===== src/rtl/four_bit_mux_arbiter.sv =====
// ---------------------------------------------------------------------------
// four_bit_mux_arbiter
//   Two-requester round-robin arbiter driving a shared registered mux.
//   A granted requester's data is captured into Out and held until the
//   consumer accepts it. When a word is accepted, the other requester can be
//   granted on that same edge, so back-to-back service has no idle cycle.
//
// Ports
//   Clk, Reset_n     rising-edge clock, asynchronous active-low reset
//   Req_0 / In_0     requester 0 request and data
//   Req_1 / In_1     requester 1 request and data
//   Out_Ready        consumer accepts Out this cycle
//   Ack_0 / Ack_1    combinational: the word of requester x is accepted now
//   Select           registered mux select (current or last grant)
//   Out, Out_Valid   captured word and its valid flag
//   Last_Grant       round-robin pointer (index of most recent grant)
// ---------------------------------------------------------------------------
module four_bit_mux_arbiter #(
   parameter int DATA_WIDTH = 4
) (
   input  logic                  Clk,
   input  logic                  Reset_n,
   input  logic                  Req_0,
   input  logic [DATA_WIDTH-1:0] In_0,
   input  logic                  Req_1,
   input  logic [DATA_WIDTH-1:0] In_1,
   input  logic                  Out_Ready,
   output logic                  Ack_0,
   output logic                  Ack_1,
   output logic                  Select,
   output logic [DATA_WIDTH-1:0] Out,
   output logic                  Out_Valid,
   output logic                  Last_Grant
);

   typedef enum logic [1:0] {IDLE, BUSY0, BUSY1} state_t;

   state_t                state_q, state_d;
   logic [DATA_WIDTH-1:0] out_q;
   logic                  select_q;
   logic                  last_grant_q;

   logic                  xfer;
   logic                  decide;
   logic                  elig_0, elig_1;
   logic                  grant_en;
   logic                  grant_idx;

   // A grant decision happens in IDLE and on every transfer edge. The
   // requester being acknowledged is masked out so a single continuous
   // requester alternates BUSY/IDLE instead of hogging the mux.
   always_comb begin
      xfer      = (state_q != IDLE) && Out_Ready;
      decide    = (state_q == IDLE) || xfer;
      elig_0    = Req_0 && (state_q != BUSY0);
      elig_1    = Req_1 && (state_q != BUSY1);
      grant_en  = 1'b0;
      grant_idx = 1'b0;
      state_d   = state_q;

      if (decide) begin
         state_d = IDLE;
         if (elig_0 && elig_1) begin
            grant_en  = 1'b1;
            grant_idx = ~last_grant_q;
         end else if (elig_0) begin
            grant_en  = 1'b1;
            grant_idx = 1'b0;
         end else if (elig_1) begin
            grant_en  = 1'b1;
            grant_idx = 1'b1;
         end
         if (grant_en) state_d = grant_idx ? BUSY1 : BUSY0;
      end
   end

   // Last_Grant resets to 1 so the first tie after reset favours requester 0.
   always_ff @(posedge Clk or negedge Reset_n) begin
      if (!Reset_n) begin
         state_q      <= IDLE;
         out_q        <= '0;
         select_q     <= 1'b0;
         last_grant_q <= 1'b1;
      end else begin
         state_q <= state_d;
         if (grant_en) begin
            out_q        <= grant_idx ? In_1 : In_0;
            select_q     <= grant_idx;
            last_grant_q <= grant_idx;
         end
      end
   end

   assign Ack_0      = (state_q == BUSY0) && Out_Ready;
   assign Ack_1      = (state_q == BUSY1) && Out_Ready;
   assign Out_Valid  = (state_q != IDLE);
   assign Out        = out_q;
   assign Select     = select_q;
   assign Last_Grant = last_grant_q;

endmodule


===== config.mk =====
export PLATFORM = sky130hd
export DESIGN_NAME = four_bit_mux_arbiter
export DESIGN_NICKNAME = d
export VERILOG_FILES = /design/src/rtl/four_bit_mux_arbiter.sv
export SDC_FILE = /design/constraint.sdc
export NUM_CORES = 1
export LEC_CHECK = 0
export CORE_MARGIN = 4
export CORE_UTILIZATION = 30
export DETAILED_ROUTE_END_ITERATION = 6
export GPL_TIMING_DRIVEN = 0
export PLACE_DENSITY = 0.66
export SYNTH_ARGS = -nofsm -noshare
export SYNTH_HDL_FRONTEND = slang
export SYNTH_SLANG_ARGS = --single-unit

===== constraint.sdc =====
create_clock -name Clk -period 1.3 [get_ports Clk]
set_input_delay 0.26 -clock Clk [delete_from_list [all_inputs] [get_ports Clk]]
set_output_delay 0.26 -clock Clk [all_outputs]
set_load 0.03 [all_outputs]

Word-level counts from Yosys, hierarchy flattened --
Cells that the tools add are included.
Storage, ports and cells: output and inout bits 9, input bits 13, word-level logic and storage cells 30, flip-flop bits (word level) 8
Cells by class: reductions and logical operators 9, equality and inequality tests 4, bitwise gates (word level) 1, multiplexer cells 12
Operators by type and width (count):
- 1-bit two-way mux | 9
- 1-bit logical AND | 6
- 2-bit two-way mux | 2
- 4-bit two-way mux | 1
- 2-bit by 1-bit == test with 1-bit output (second input constant) | 1
- 2-bit == test (second input constant) | 1
- 2-bit zero test | 1
- 2-bit by 1-bit != test with 1-bit output (second input constant) | 1
- 2-bit != test (second input constant) | 1
- 2-bit nonzero test | 1
- 1-bit logical OR | 1
- 1-bit inverter | 1

Longest topological paths before layout --
word-level depth 8, gate-level depth with buffers 6, mapped depth without buffers 5

Least setup slack after synthesis --
No wires, ideal clock.
kind reg-to-reg, from register state_q[1], to register out_q[0] (netlist: Out[0]), setup slack -125 ps, library setup time 76 ps, buffers on the path 0, data required time 1224 ps, arrival 1349 ps, clock period less this slack 1425 ps, stages on the path, launching flop included 6, cells stage by stage dfrtp_1 nand2_1 nor2_1 o21a_2 a21oi_1 o21ai_1
On the way: word-level cells in the longest chain between the ends 8, elaborated cells between the ends (all ways) 19, classes of those cells eq/ne (2); mux (10); reduce/logical (7)
RTL lines:
- from (decl) | RTL line 38 | state_t state_q, state_d;
- from (signal assigned) | RTL line 85 | state_q <= state_d;
- 2-bit != test | RTL line 56 | elig_1 = Req_1 && (state_q != BUSY1);
- 1-bit logical AND | RTL line 56
- 1-bit two-way mux | RTL line 69 | end else if (elig_1) begin
- 1-bit two-way mux | RTL line 66 | end else if (elig_0) begin
- 1-bit two-way mux | RTL line 63 | if (elig_0 && elig_1) begin
- 1-bit two-way mux (2 in a row) | RTL line 61 | if (decide) begin
- 4-bit two-way mux | RTL line 87 | out_q <= grant_idx ? In_1 : In_0;
- to (signal assigned) | RTL line 87
- to (decl) | RTL line 39 | logic [DATA_WIDTH-1:0] out_q;
Parallel ways exist; a longest one is shown, timed or not. The select of a mux whose other input is x is not followed. A chain may end at the register's enable or synchronous reset.

Final worst setup path --
from register state_q[0], to output Out_Valid
On the way: word-level cells in the longest chain between the ends 1
RTL lines:
- 2-bit nonzero test | RTL line 96 | assign Out_Valid = (state_q != IDLE);
- to (decl) | RTL line 32 | output logic Out_Valid,
Every way passes these cells.

==> flow_metrics.env <==
export IMPL_cts_buffers=3
export IMPL_synth_warnings=0
export IMPL_cts_htree_levels=1
export IMPL_clock_sink_count=8
export IMPL_synth_area_per_cell_um2=9.509
export IMPL_whs_ns=0.2815
export IMPL_rows=13
export IMPL_min_period_over_period_pct=108.6
export IMPL_skew_ns=0.003676
export IMPL_cp_end_kind="primary output"
export IMPL_worstPathMaxFanout=5
export IMPL_cts_root_buf="clkbuf_4"
export IMPL_routabilityCongestion=0.6989
export IMPL_grt_pass1_vias=424
export IMPL_final_antenna_net_count=0
export IMPL_grt_antenna_before_repair=0
export IMPL_cts_tree="done"
export IMPL_n_fill_cell=145
export IMPL_finalWorstSetupSlack_ns=-0.1115
export IMPL_crit_path_start_kind="flip-flop"
export IMPL_reg2reg_to="Select"
export IMPL_ys_top_cells_by_count="dfrtp_1 (7), nand2_1 (6), nor2_1 (6)"
export IMPL_core_area_um2=1318
export IMPL_tightestPinTransition_ns=0.3638
export IMPL_die_w_um=45.77
export IMPL_rr_worst_depth=6
export IMPL_drv_cap=0
export IMPL_crit_start="state_q[0]"
export IMPL_place_hpwl_um=812.9
export IMPL_synth_seq_area_share_pct=47.08
export IMPL_slew_headroom_pct=75.67
export IMPL_synth_area_um2=427.9
export IMPL_grt_pass1_wl_um=1759
export IMPL_diodes=0
export IMPL_layout_nets=88
export IMPL_period_needed_ns=1.412
export IMPL_die_y_um=45.77
export IMPL_cp_arrival_ns=1.15
export IMPL_power_per_cell_area_nw_per_um2=2595
export IMPL_cts_buffer_depth=2
export IMPL_routed_wl_um=1092
export IMPL_clkLatencyLatePin_ns=0.25
export IMPL_total_leakage_power_nw=0.3601
export IMPL_ys_ff_latch=8
export IMPL_portBuffers=21
export IMPL_route_vias_total=426
export IMPL_multiInputGateArea_um2=237.7
export IMPL_fmax_mhz=708.5
export IMPL_synth_top_area_share_pct=40.94
export IMPL_finalHoldViolCount=0
export IMPL_placement_cell_area_um2=659.4
export IMPL_yosysMostFrequentCell="dfrtp_1"
export IMPL_reg2reg_setup_slack_ns=-0.06
export IMPL_dr_pass1_iters=4
export IMPL_critical_path_class="flip-flop to primary output"
export IMPL_area_growth_syn_to_layout_pct=72.22
export IMPL_final_cell_area_um2=737.0
export IMPL_clkTransAtPathRegs_ns=0.06
export IMPL_ys_flop_type="dfrtp_1"
export IMPL_synth_fp_nets=58
export IMPL_setup_viol_count_final=7
export IMPL_synth_edf_count=0
export IMPL_ys_types=20
export IMPL_synthArstFlopShare_pct=100.0
export IMPL_synth_top_cell_by_area="dfrtp_1"
export IMPL_cts_hold_buffers_added=0
export IMPL_drive_gt1_share_pct=32.43
export IMPL_grt_max_degree=9
export IMPL_regToRegStartpoint="state_q[0]"
export IMPL_grt_use_total_pct=12.07
export IMPL_slew_violations=0
export IMPL_status="complete, but fails checks"
export IMPL_regArea_um2=201.4
export IMPL_fp_dieArea_um2=2094
export IMPL_vdd_drop_max_v=0.001152
export IMPL_routed_via_density=4.787
export IMPL_initial_utilization_pct=32.48
export IMPL_hold_path_class="input port to async pin"
export IMPL_netlist_instances=45
export IMPL_num_io_pins=22
export IMPL_post_drt_wl_per_cell_um=12.27
export IMPL_route_detailed_drc=0
export IMPL_drt_initial_drc_count=6
export IMPL_overflow=0
export IMPL_cp_required_ns=1.04
export IMPL_synth_area_top_cells="dfrtp_1 (41%), dfstp_2 (6.1%), a21oi_1 (5.8%)"
export IMPL_violations="negative setup slack"
export IMPL_rsz0062_at_grt="yes"
## state kept, by name, summed over array words and instances (netlist names)
register and cells:
Select 1, Last_Grant 1, Out 4, state_q 2
## cell usage in the layout, fill, tap and decap left out, types with 2 or more instances in the layout
cell / netlist / routed
a21o_1: 3 / 3
a21oi_1: 5 / 5
buf_4: 0 / 5
buf_6: 1 / 4
clkbuf_4: 0 / 3
clkdlybuf4s15_1: 0 / 2
clkdlybuf4s50_1: 0 / 9
dfrtp_1: 7 / 7
dlygate4sd2_1: 0 / 5
nand2_1: 6 / 5
nand2_4: 1 / 2
nor2_1: 6 / 4
o21ai_1: 4 / 4
## timing repair
item,CTS,global route
buffers inserted,2,2
pin swaps,2,2
setup endpoints to repair,13,14
gates resized for setup,34,9
cloned,0,0
## stage by stage
step	setup slack [ns]	utilization (%)	power [W]	setup TNS (ns)	instances
final	-0.1115	55.94	0.001912	-0.2750	89
after global placement	-0.6665	50.05	0.001592	-3.744	81
after CTS	-0.1084	53.09	0.001833	-0.2343	87
after global routing	-0.1651	55.94	0.002057	-1.002	89
after floorplan	0.02384	-	0.001213	0	45
after detailed placement	-0.6767	50.05	0.001606	-3.917	81
## area by class of cell
| type | count | share of cell area [%] |
|---|---|---|
| inverters | 1 | 0.5093 |
| well taps | 15 | 2.547 |
| multi-input cells | 35 | 32.26 |
| flip-flops and latches | 8 | 27.33 |
| plain buffers | 1 | 1.528 |
| repair buffers | 25 | 32.26 |
| clock buffers | 4 | 3.565 |
## worst max-delay path, cell delays in order, from the launching register on
cell,delay (ns)
dfrtp_1,0.39
or2_1,0.24
buf_6,0.14
buf_6,0.13
## worst max path at each step
| stage | endpoint | cells after the start |
|---|---|---|
| detailed placement | Ack_1 | 4 |
| CTS | Out_Valid | 3 |
| global route | Out_Valid | 3 |
| global placement | Ack_1 | 4 |
| finish | Out_Valid | 3 |
| floorplan | state_q[1] | 3 |
## logic make-up (layout without fill, tap and decap cells)
| kind of cell | after synthesis | count (layout) | share of synthesized area, % |
|---|---|---|---|
| compound gates | 19 | 19 | 31.87 |
| buf+inv | 2 | 31 | 3.508 |
| flops | 8 | 8 | 47.08 |
| simple gates | 16 | 16 | 17.55 |
## per-layer routing
layer / global-route usage [%] / part of all wire (%) / vias up
met5: 0 / 0 / -
met4: 8.523 / 2.1 / 0
met3: 2.372 / 6.0 / 4
met2: 18.66 / 48 / 16
met1: 14.84 / 44 / 189
li1: - / - / 217
## power by group
part	total, W	switching [W]	internal [W]	leakage (nW)
Combinational	0.00123	0.000680	0.000553	0.249
Clock	0.000206	0.0000883	0.000118	0.0150
Sequential	0.000474	0.0000853	0.000388	0.0959
Power figures use the tool's default switching activity.
